==> src/rtl/audio_pkg.sv <==
// Shared constants and the sample-to-I2S word conversion for the audio output path.
package audio_pkg;

   localparam int SAMPLE_WIDTH   = 9;
   localparam int I2S_WORD_WIDTH = 16;
   localparam logic [SAMPLE_WIDTH-1:0] SAMPLE_MIDPOINT = 9'd256;

   // Re-centre the unsigned sample around zero and left-justify it in a 16-bit word.
   // The 9-bit difference is already two's complement, so sign extension followed by
   // a shift of 7 is just the 9 result bits placed at the top of the word.
   function automatic logic [I2S_WORD_WIDTH-1:0] sample_to_i2s(
      input logic [SAMPLE_WIDTH-1:0] sample
   );
      logic [SAMPLE_WIDTH-1:0] centred;
      centred = sample - SAMPLE_MIDPOINT;
      return {centred, {(I2S_WORD_WIDTH - SAMPLE_WIDTH){1'b0}}};
   endfunction

endpackage

==> src/rtl/sample_fifo.sv <==
// Small synchronous FIFO holding audio samples between the producer and the I2S framer.
// Read data is presented combinationally from the head entry; flags come from the
// registered occupancy, so a pop frees space only on the following cycle.
module sample_fifo #(
   parameter int FIFO_DEPTH = 4,
   parameter int WIDTH      = 9
) (
   input  logic                          i_clk,
   input  logic                          i_rst,
   input  logic                          i_push,
   input  logic [WIDTH-1:0]              i_data,
   input  logic                          i_pop,
   output logic [WIDTH-1:0]              o_data,
   output logic                          o_full,
   output logic                          o_empty,
   output logic [$clog2(FIFO_DEPTH):0]   o_level
);

   localparam int AW = $clog2(FIFO_DEPTH);

   logic [WIDTH-1:0] r_mem [FIFO_DEPTH];
   logic [AW-1:0]    r_wr_ptr;
   logic [AW-1:0]    r_rd_ptr;
   logic [AW:0]      r_count;
   logic             w_do_push;
   logic             w_do_pop;

   assign o_full    = (r_count == (AW+1)'(FIFO_DEPTH));
   assign o_empty   = (r_count == '0);
   assign o_level   = r_count;
   assign o_data    = r_mem[r_rd_ptr];
   assign w_do_push = i_push & ~o_full;
   assign w_do_pop  = i_pop & ~o_empty;

   // Sample storage; contents are don't-care until written, so no reset.
   always_ff @(posedge i_clk) begin
      if (w_do_push) r_mem[r_wr_ptr] <= i_data;
   end

   // Pointers and occupancy; simultaneous push and pop leave the count unchanged.
   always_ff @(posedge i_clk or posedge i_rst) begin
      if (i_rst) begin
         r_wr_ptr <= '0;
         r_rd_ptr <= '0;
         r_count  <= '0;
      end else begin
         if (w_do_push) r_wr_ptr <= r_wr_ptr + AW'(1);
         if (w_do_pop)  r_rd_ptr <= r_rd_ptr + AW'(1);
         case ({w_do_push, w_do_pop})
            2'b10:   r_count <= r_count + (AW+1)'(1);
            2'b01:   r_count <= r_count - (AW+1)'(1);
            default: r_count <= r_count;
         endcase
      end
   end

endmodule

==> src/rtl/audio_i2s_tx.sv <==
// Mono I2S transmitter: buffers 9-bit unsigned samples and sends each as a 16-bit
// two's-complement word on both channels, 32 BCLK slots per frame, MSB one BCLK
// after the word-select change. A new frame word is fetched on the falling edge
// that enters slot 0 and is shifted out from slot 1 onwards.
module audio_i2s_tx
   import audio_pkg::*;
#(
   parameter int BCLK_HALF  = 1,
   parameter int FIFO_DEPTH = 4
) (
   input  logic                          i_clk,
   input  logic                          i_rst,
   input  logic [SAMPLE_WIDTH-1:0]       i_sample,
   input  logic                          i_sample_valid,
   output logic                          o_sample_ready,
   input  logic                          i_mute,
   output logic                          o_bclk,
   output logic                          o_lrclk,
   output logic                          o_sdata,
   output logic                          o_underrun,
   output logic [$clog2(FIFO_DEPTH):0]   o_fifo_level
);

   localparam int DIV_W = (BCLK_HALF > 1) ? $clog2(BCLK_HALF) : 1;
   localparam logic [DIV_W-1:0] DIV_LAST = DIV_W'(BCLK_HALF - 1);

   logic [DIV_W-1:0]          r_div;
   logic                      r_bclk;
   logic [4:0]                r_slot;
   logic                      r_lrclk;
   logic                      r_sdata;
   logic                      r_underrun;
   logic [31:0]               r_frame;
   logic [SAMPLE_WIDTH-1:0]   r_last;

   logic                      w_tick;
   logic                      w_fall;
   logic                      w_fetch;
   logic                      w_push;
   logic                      w_pop;
   logic                      w_full;
   logic                      w_empty;
   logic [4:0]                w_slot_next;
   logic [4:0]                w_bit_idx;
   logic [SAMPLE_WIDTH-1:0]   w_fifo_data;
   logic [SAMPLE_WIDTH-1:0]   w_next_sample;
   logic [I2S_WORD_WIDTH-1:0] w_word;

   assign w_tick        = (r_div == DIV_LAST);
   assign w_fall        = w_tick & r_bclk;
   assign w_fetch       = w_fall & (r_slot == 5'd31);
   assign w_push        = i_sample_valid & ~w_full;
   assign w_pop         = w_fetch & ~w_empty;
   assign w_slot_next   = r_slot + 5'd1;
   // Slot s carries bit 31-(s-1); the bit for the slot being entered is indexed by
   // the slot being left.
   assign w_bit_idx     = 5'd31 - r_slot;
   // An empty FIFO at fetch time repeats the previous sample.
   assign w_next_sample = w_empty ? r_last : w_fifo_data;
   assign w_word        = i_mute ? '0 : sample_to_i2s(w_next_sample);

   assign o_sample_ready = ~w_full;
   assign o_bclk         = r_bclk;
   assign o_lrclk        = r_lrclk;
   assign o_sdata        = r_sdata;
   assign o_underrun     = r_underrun;

   sample_fifo #(
      .FIFO_DEPTH (FIFO_DEPTH),
      .WIDTH      (SAMPLE_WIDTH)
   ) u_fifo (
      .i_clk   (i_clk),
      .i_rst   (i_rst),
      .i_push  (w_push),
      .i_data  (i_sample),
      .i_pop   (w_pop),
      .o_data  (w_fifo_data),
      .o_full  (w_full),
      .o_empty (w_empty),
      .o_level (o_fifo_level)
   );

   // Bit clock divider: BCLK toggles each time the divider wraps.
   always_ff @(posedge i_clk or posedge i_rst) begin
      if (i_rst) begin
         r_div  <= '0;
         r_bclk <= 1'b0;
      end else if (w_tick) begin
         r_div  <= '0;
         r_bclk <= ~r_bclk;
      end else begin
         r_div  <= r_div + DIV_W'(1);
      end
   end

   // Slot counter, word select and serial data all advance on the BCLK falling edge.
   always_ff @(posedge i_clk or posedge i_rst) begin
      if (i_rst) begin
         r_slot  <= '0;
         r_lrclk <= 1'b0;
         r_sdata <= 1'b0;
      end else if (w_fall) begin
         r_slot  <= w_slot_next;
         r_lrclk <= w_slot_next[4];
         r_sdata <= r_frame[w_bit_idx];
      end
   end

   // Frame fetch at slot 0: latch the next sample (or repeat) and flag underrun.
   always_ff @(posedge i_clk or posedge i_rst) begin
      if (i_rst) begin
         r_frame    <= '0;
         r_last     <= SAMPLE_MIDPOINT;
         r_underrun <= 1'b0;
      end else begin
         r_underrun <= w_fetch & w_empty;
         if (w_fetch) begin
            r_last  <= w_next_sample;
            r_frame <= {w_word, w_word};
         end
      end
   end

endmodule

==> config.mk <==
export PLATFORM = sky130hd
export DESIGN_NAME = audio_i2s_tx
export DESIGN_NICKNAME = d
export VERILOG_FILES = /design/src/rtl/audio_pkg.sv /design/src/rtl/sample_fifo.sv /design/src/rtl/audio_i2s_tx.sv
export SDC_FILE = /design/constraint.sdc
export NUM_CORES = 1
export LEC_CHECK = 0
export CORE_MARGIN = 5
export CORE_UTILIZATION = 30
export DETAILED_ROUTE_END_ITERATION = 7
export HOLD_SLACK_MARGIN = 0.02
export PLACE_DENSITY_LB_ADDON = 0.08
export SKIP_CTS_REPAIR_TIMING = 1
export SLEW_MARGIN = 40
export SYNTH_ARGS = -nofsm -noshare
export SYNTH_HDL_FRONTEND = slang
export SYNTH_SLANG_ARGS = --single-unit
==> constraint.sdc <==
create_clock -name i_clk -period 2.2 [get_ports i_clk]
set_input_delay 0.22 -clock i_clk [delete_from_list [all_inputs] [get_ports i_clk]]
set_output_delay 0.22 -clock i_clk [all_outputs]
set_load 0.1 [all_outputs]
; After elaboration in Yosys (flattened, before gate mapping)
; Memory sizes are Yosys's and may differ from the RTL's.
; Cells that the tools add are included.
[classes]
addsub = 8
order_cmp = 1
eq_ne = 4
mux = 8
bitwise_logic = 11
n_reduce_logical = 2
[op_table]
columns = operator, count
row1 = two-way mux 16 bit, 1
row2 = two-way mux 9 bit, 1
row3 = subtractor 9 bit (second input constant), 1
row4 = AND 1 bit, 7
row5 = < comparator 5 x 6 -> 1 bit (second input constant), 1
row6 = one-hot mux 3 bit (2 select lines), 1
row7 = adder 5 x 1 -> 5 bit (second input constant), 1
row8 = binary-select mux 1 bit (select 5 bit), 1
row9 = equality test 5 bit (second input constant), 1
row10 = subtractor 5 bit (first input constant), 1
row11 = adder 2 x 1 -> 2 bit (second input constant), 2
row12 = two-way mux 1 bit, 4
row13 = NOT 1 bit, 4
row14 = adder 3 x 1 -> 3 bit (second input constant), 1
row15 = equality test 3 bit (second input constant), 1
row16 = logical NOT 3 bit, 1
row17 = subtractor 3 x 1 -> 3 bit (second input constant), 1
row18 = equality test 2 x 1 -> 1 bit (second input constant), 1
row19 = equality test 2 bit (second input constant), 1
row20 = nonzero test 2 bit, 1
row21 = adder 1 bit (second input constant), 1
[word_totals]
regBits = 58
ram_bits = 36
inputBits = 13
out_inout_bits = 8
wordCells = 46
memories = 1
[memory_table]
columns = name, depth, word_bits, rd, rd_clocked_by_memory_dff, wr, line_no
row1 = u_fifo.r_mem, 4, 9, 1, 0, 1, sample_fifo.sv:21  ; logic [WIDTH-1:0] r_mem [FIFO_DEPTH];

; Depth between registers and ports, before layout
; Gate-level depths: netlist (run 1).
[depth]
depth_word = 7
mapped_depth = 12

; By module
; A second synthesis (run 1) with hierarchy kept.
[unflattened]
cells_unflattened = 184
hier_area_um2 = 2982.9
[modules_own_cells]
columns = mod, instances, cells_per_inst, area_each_um2, seq_area_each_um2
row1 = sample_fifo, 1, 85, 1742.9, 1256.2
row2 = audio_i2s_tx, 1, 99, 1239.9, 651.9

; Least setup slack after synthesis (run 1)
; OpenSTA, ideal clock, no wires.
[synth_path]
path_kind = flip-flop to flip-flop
start = register u_fifo.r_count[2], in the netlist u_fifo.o_level[2]
end = register u_fifo.r_count[2], in the netlist u_fifo.o_level[2]
setup_ns = 0.162
t_arrival_ns = 2.751
slack_ns = -0.713
stages_incl_launch_ff = 10
n_path_buf = 0
period_less_slack_ns = 2.913
path_cell_list = dfrtp_1 or3b_4 and2_4 inv_1 ha_1 inv_1 fa_1 xor2_1 nor2_1 xor2_1
[synth_via]
elab_chain_cells = 6
elab_cells_between_ends = 14
[synth_rtl]
columns = element, line_no
row1 = from (decl), sample_fifo.sv:24  ; logic [AW:0] r_count;
row2 = from (signal assigned), sample_fifo.sv:50  ; 2'b10: r_count <= r_count + (AW+1)'(1);
row3 = from (signal assigned), sample_fifo.sv:51  ; 2'b01: r_count <= r_count - (AW+1)'(1);
row4 = from (signal assigned), sample_fifo.sv:52  ; default: r_count <= r_count;
row5 = equality test 3 bit (*), sample_fifo.sv:28  ; assign o_full = (r_count == (AW+1)'(FIFO_DEPTH));
row6 = NOT 1 bit (*), -
row7 = via o_sample_ready, audio_i2s_tx.sv:15  ; output logic o_sample_ready,
row8 = AND 1 bit, audio_i2s_tx.sv:52  ; assign w_push = i_sample_valid & ~w_full;
row9 = AND 1 bit (*), sample_fifo.sv:32  ; assign w_do_push = i_push & ~o_full;
row10 = equality test 2 x 1 -> 1 bit / equality test 2 bit (equally long branches), sample_fifo.sv:49  ; case ({w_do_push, w_do_pop})
row11 = one-hot mux 3 bit (2 select lines) / nonzero test 2 bit (equally long branches), -
; Mark *: on every way through the listed nets, which the timed path passes. The rest lies on a longest branch.
; A chain may end at the register's enable or synchronous reset.

; Worst setup path after layout (run 1)
[layout_path]
start = register u_fifo.r_count[0], in the netlist u_fifo.o_level[0]
end = register u_fifo.r_count[2], in the netlist u_fifo.o_level[2]
[layout_via]
elab_chain_cells = 6
elab_cells_between_ends = 14
[layout_rtl]
columns = element, line_no
row1 = equality test 3 bit / logical NOT 3 bit (equally long branches), "sample_fifo.sv:28, sample_fifo.sv:29"
row2 = NOT 1 bit (on tied branches), -
row3 = AND 1 bit (on tied branches), "audio_i2s_tx.sv:52, audio_i2s_tx.sv:53"
row4 = AND 1 bit (on tied branches), "sample_fifo.sv:32, sample_fifo.sv:33"
row5 = equality test 2 x 1 -> 1 bit / equality test 2 bit (equally long branches), sample_fifo.sv:49
row6 = one-hot mux 3 bit (2 select lines) / nonzero test 2 bit (equally long branches), -
; Parallel ways exist; a longest one is shown, timed or not.

==> impl_metrics.py, run 1 <==
metrics = {
    "outcome": {
        "run_status": "complete, no violations",
    },
    "timing": {
        "whs_ns": 0.284,
        "hold_viol_final": 0,
        "slew_viol_final": 0,
        "fin_skew_ns": 0.00859,
        "rsz0062_at_grt": "yes",
        "tns_ns": 0,
        "setup_viol": 0,
        "timing.fmax_ghz": 0.458,
        "worst_pin_slew_ns": 0.608,
        "setup_ws_ns": 0.0152,
        "relSlewSlack": 0.594,
        "min_period_ns": 2.18,
        "period_share": 0.993,
    },
    "critical_path": {
        "required_ns": 2.45,
        "cp_slowest_cell": "dfrtp_4",
        "cpLargestDelayFamily": "simple AND/OR/NAND/NOR gates",
        "critPathBufInv": 2,
        "cpPeakStageDelay_ns": 0.50,
        "reg2reg_to": "u_fifo.o_level[2]",
        "rr_worst_depth": 9,
        "arrival_ns": 2.44,
        "crit_fanout": 4,
        "crit_path_end_kind": "flop",
        "path_cells": "or3b_4 -> and2_4 -> inv_4 -> ha_4 -> inv_2 -> fa_2 -> xor2_1 -> nor2_1 -> xor2_1",
        "start_kind": "flop",
        "crit_top_cell": "xor2_1",
        "crit_type": "flop to flop",
        "rrSetupSlack_ns": 0.02,
        "timing.rr.start": "u_fifo.o_level[0]",
    },
    "floorplanning": {
        "row_count": 35,
        "io_pins": 21,
        "fp.dieH_um": 108,
        "die-area_um2": 11700,
        "core_um2": 9330,
        "fp.dieW_um": 108,
        "start_util": 0.310,
    },
    "clocking": {
        "cts-root-buf": "clkbuf_8",
        "cts_max_path_buffers": 2,
        "clk_pin_slew_ns": 0.08,
        "tritoncts": "yes",
        "clk_latency_ns": 0.34,
        "cts.sinks": 69,
        "numCtsBuffers": 9,
        "ctsHtreeMaxLevel": 3,
    },
    "logic_synthesis": {
        "syn_area_per_cell_um2": 16.4,
        "ys.flop_type": "edfxtp_1",
        "synthesis.nets": 198,
        "yosys_warnings": 0,
        "synth_top_cell_area_share": 0.373,
        "yosysMostFrequentCell": "edfxtp_1",
        "synthTopCellsByArea": "edfxtp_1 (37%), dfrtp_1 (28%), mux4_2 (7.8%)",
        "syn_area_um2": 2900,
        "syn_inst": 177,
        "yosysUniqueCellTypes": 31,
        "async_flop_share": 0.478,
        "ys_ff_latch": 69,
        "synth_edf_count": 36,
        "ys_seq_area_frac": 0.659,
        "yosys-top-cells-count": "edfxtp_1 (36), dfrtp_1 (32), mux2_2 (13)",
        "yosysTopAreaCell": "edfxtp_1",
    },
    "route": {
        "drt_iter0_markers": 29,
        "wl_per_cell_um": 15.8,
        "drtPass1Iterations": 4,
        "ant_nets": 0,
        "avgViaCountPerCell": 4.41,
        "vias": 1529,
        "drc": 0,
        "wl_mm": 5.47,
    },
    "finish": {
        "register_area_um2": 1920,
        "multi_input_area_um2": 921,
        "finalNetCount": 234,
        "syn2layout_area_growth_pct": 22.3,
        "fillerInstances": 866,
        "fin_util": 0.380,
        "fin_area_um2": 3540,
        "drive_gt1_frac": 0.353,
        "n_antenna_cell": 0,
    },
    "global_routing": {
        "track_usage": 0.106,
        "grt-ovfl-total": 0,
        "grt_pass1_vias": 1685,
        "antenna_found_initial": 0,
        "grt_first_pass_wirelength_mm": 9.08,
        "grt_max_degree": 34,
    },
    "placed_design": {
        "globalplace.congestion": 0.698,
        "post-place-ws_ns": -0.0347,
        "dp_hpwl_mm": 3.67,
        "place_area_um2": 3280,
        "port_buffers": 20,
    },
    "flow_run": {
        "maxCapViolations": 0,
    },
    "pwr": {
        "vdd_ir_drop_max_mv": 0.465,
        "p_leak_nw": 1.44,
        "power.density_nw_per_um2": 1050,
    },
    "min_path": {
        "hp-class": "input pin to asynchronous set/reset pin",
    },
}
[layout make-up]
class | instances | area share
clock buffers | 10 | 0.0389
flip-flops and latches | 69 | 0.543
well taps | 129 | 0.0456
inverters | 9 | 0.0102
clock inverters | 6 | 0.0244
repair buffers | 33 | 0.0784
multi-input cells | 91 | 0.260
[layout by cell type, fill, tap and decap left out, types with 2 or more instances in the layout]
master | netlist | layout
buf_4 | 0 | 21
mux2_2 | 13 | 13
dfrtp_2 | 0 | 2
xor2_1 | 3 | 3
clkbuf_8 | 0 | 10
clkdlybuf4s50_1 | 0 | 12
o21ai_0 | 9 | 9
ha_1 | 7 | 5
dfrtp_1 | 32 | 27
mux2i_1 | 10 | 10
dfrtp_4 | 0 | 3
and3_1 | 5 | 5
inv_1 | 9 | 7
bufinv_16 | 0 | 2
clkinv_2 | 0 | 2
xnor2_1 | 6 | 6
mux4_2 | 10 | 10
edfxtp_1 | 36 | 36
nand4_1 | 2 | 2
nand2_1 | 11 | 11
nor2_1 | 2 | 2
[report_power, final]
part / total [W] / internal (W) / switching, W
combinational: 0.000907 / 0.000318 / 0.000589
sequential: 0.00165 / 0.00158 / 0.0000745
clock: 0.00115 / 0.000667 / 0.000484
total: 0.00371 / 0.00256 / 0.00115
[worst min-delay path: cells and delay by family]
kind	cells	cell delay [ns]
buf+inv	3	0.83
[layer usage]
layer  vias up  track usage  routed length [um]
li1        724            -                   -
met1       764        0.133                2500
met2        27        0.167                2630
met3        14       0.0364                 223
met4         0       0.0451                 117
met5         -            0                   0
[sequential cells by signal (all words and copies together), names as in the netlist]
name / flops
o_underrun: 1
r_last: 9
r_frame: 9
u_fifo.r_wr_ptr: 2
u_fifo.o_level: 3
u_fifo.r_mem: 36
u_fifo.r_rd_ptr: 2
o_bclk: 1
o_sdata: 1
r_slot: 5
[kinds of logic after synthesis]
kind of cell / count (synthesis) / share of synthesized area
compound gates: 13 / 0.0259
xor+xnor: 9 / 0.0272
fa+ha+maj: 8 / 0.0372
buf+inv: 17 / 0.0290
flops: 69 / 0.659
mux: 34 / 0.168
simple gates: 27 / 0.0536
[how the worst max path moves through the flow]
stage,start,cells past startpoint,slack (ns),to
4_1_cts,u_fifo.o_level[1],9,-0.05,u_fifo.o_level[2]
6_report,u_fifo.o_level[0],9,0.02,u_fifo.o_level[2]
2_1_floorplan,u_fifo.o_level[1],9,-0.27,u_fifo.o_level[2]
5_1_grt,u_fifo.o_level[0],9,-0.08,u_fifo.o_level[2]
3_3_place_gp,u_fifo.o_level[1],9,0.09,u_fifo.o_level[2]
3_5_place_dp,u_fifo.o_level[1],9,-0.03,u_fifo.o_level[2]
[stage by stage]
| step | power (W) | std cells |
|---|---|---|
| after global placement | 0.00251 | 327 |
| after global routing | 0.00389 | 347 |
| after CTS | 0.00373 | 343 |
| after detailed placement | 0.00256 | 327 |
| after floorplan | 0.00230 | 177 |
| final | 0.00371 | 347 |
Note: power is estimated with default switching activity, not from simulation.
==> run 2: changes to the inputs <==
Settings changed: CORE_UTILIZATION 30 to 52.
==> run 2 against run 1 <==
Via count fell by 0.72%. First-iteration DRC count rose by 14%. Final cell count fell by 17%. Combinational power fell by 3.7%. Clock power fell by 12%. Critical path depth did not move.
==> impl_metrics.py, run 2 (synthesis results as in run 1) <==
metrics = {
    "route": {
        "wl_mm": 4.98,
        "vias": 1518,
        "wl_per_cell_um": 17.3,
        "met3WireLength_um": 154,
        "wl_met1_mm": 2.19,
        "drt_iter0_markers": 33,
        "routed.top_layer": "met4",
        "ant_nets": 0,
        "drc": 0,
        "drtPass1Iterations": 6,
        "avgViaCountPerCell": 5.29,
        "route.met2.wl_mm": 2.54,
    },
    "finish": {
        "drive_gt1_frac": 0.349,
        "fin_util": 0.626,
        "n_antenna_cell": 0,
        "layout_commonest_cell": "edfxtp_1",
        "final_cell_mix": "edfxtp_1 (36), dfrtp_1 (27), buf_4 (18), mux2_2 (13), clkdlybuf4s50_1 (12)",
        "finalNetCount": 231,
        "regMostFlops": "u_fifo.r_mem",
        "top_regs": "u_fifo.r_mem x36, r_frame x9, r_last x9",
        "largest_register_ffs": 36,
        "syn2layout_area_growth_pct": 18.4,
    },
    "timing": {
        "hold_viol_final": 0,
        "setup_ws_ns": 0.0739,
        "rsz0062_at_grt": "yes",
        "setup_viol": 0,
        "slew_viol_final": 0,
        "whs_ns": 0.276,
        "min_period_ns": 2.13,
        "worst_pin_slew_ns": 0.550,
        "relSlewSlack": 0.633,
        "timing.fmax_ghz": 0.470,
        "fin_skew_ns": 0.00887,
        "period_share": 0.966,
    },
    "floorplanning": {
        "start_util": 0.529,
        "die-area_um2": 7160,
        "fp.dieH_um": 84.6,
        "io_pins": 21,
        "row_count": 27,
        "core_um2": 5470,
        "fp.dieW_um": 84.6,
    },
    "clocking": {
        "cts-root-buf": "clkbuf_8",
        "numCtsBuffers": 9,
        "tritoncts": "yes",
        "cts.sinks": 69,
        "cts_max_path_buffers": 2,
        "ctsHtreeMaxLevel": 3,
        "clk_pin_slew_ns": 0.08,
        "clk_latency_ns": 0.34,
    },
    "critical_path": {
        "start_kind": "flop",
        "rrSetupSlack_ns": 0.07,
        "path_cells": "or3b_4 -> and2_4 -> inv_4 -> ha_4 -> inv_2 -> fa_2 -> xor2_1 -> nor2_1 -> xor2_1",
        "crit_top_cell": "xor2_1",
        "cp_slowest_cell": "dfrtp_4",
        "crit_type": "flop to flop",
        "required_ns": 2.45,
        "crit_fanout": 6,
        "cpLargestDelayFamily": "simple AND/OR/NAND/NOR gates",
        "critPathBufInv": 2,
        "cpPeakStageDelay_ns": 0.50,
        "arrival_ns": 2.38,
        "crit_path_end_kind": "flop",
    },
    "placed_design": {
        "post-place-ws_ns": 0.0335,
        "dp_hpwl_mm": 3.42,
        "globalplace.congestion": 0.764,
        "port_buffers": 20,
    },
    "global_routing": {
        "track_usage": 0.155,
        "grt_max_degree": 34,
        "grt_pass1_vias": 1668,
        "antenna_found_initial": 0,
        "grt_first_pass_wirelength_mm": 8.47,
        "grt-ovfl-total": 0,
    },
    "pwr": {
        "p_leak_nw": 1.42,
        "vdd_ir_drop_max_mv": 0.617,
        "power.density_nw_per_um2": 1030,
    },
    "min_path": {
        "hp-class": "input pin to asynchronous set/reset pin",
    },
    "outcome": {
        "run_status": "complete, no violations",
    },
    "flow_run": {
        "maxCapViolations": 0,
    },
}
[run 2: power breakdown]
part	switching (W)	internal, W	leakage [nW]
Combinational	0.000573	0.000300	0.607
Clock	0.000471	0.000541	0.108
Sequential	0.0000768	0.00158	0.706
[run 2: layout make-up]
type / count / area, um^2
clock buffer: 12 / 176
clock inverter: 4 / 26.3
fill: 414 / 2050
inverter: 9 / 36.3
multi-input combinational: 91 / 921
sequential: 69 / 1920
tap: 72 / 90.1
timing repair buffer: 30 / 255
[run 2: final timing paths]
check	startpoint	to	cells past startpoint
max in group asynchronous	i_rst	u_fifo.o_level[1]	3
max reg2reg	u_fifo.o_level[0]	u_fifo.o_level[2]	9
min reg2reg	r_frame[27]	r_frame[27]	2
min	i_rst	r_frame[30]	3
max	u_fifo.o_level[0]	u_fifo.o_level[2]	9
min in group i_clk	r_frame[27]	r_frame[27]	2
[run 2: metal layers]
metal,track usage,up-vias
li1,-,720
met1,0.192,761
met2,0.254,26
met3,0.0402,11
met4,0.0734,0
met5,0,-
[run 2: per-stage QoR]
step	power [W]	TNS [ns]	instance area [um^2]	std cells
after detailed placement	0.00254	0	3200	269
after global routing	0.00370	-0.0611	3430	287
final	0.00354	0	3430	287
after floorplan	0.00230	-0.404	2920	177
after global placement	0.00249	0	3200	269
after CTS	0.00356	0	3410	285
[run 2: worst reg2reg max path, stage by stage (launching register included)]
cell	delay, ns
dfrtp_4	0.50
or3b_4	0.44
and2_4	0.18
inv_4	0.05
ha_4	0.12
inv_2	0.04
fa_2	0.33
xor2_1	0.14
nor2_1	0.11
xor2_1	0.15
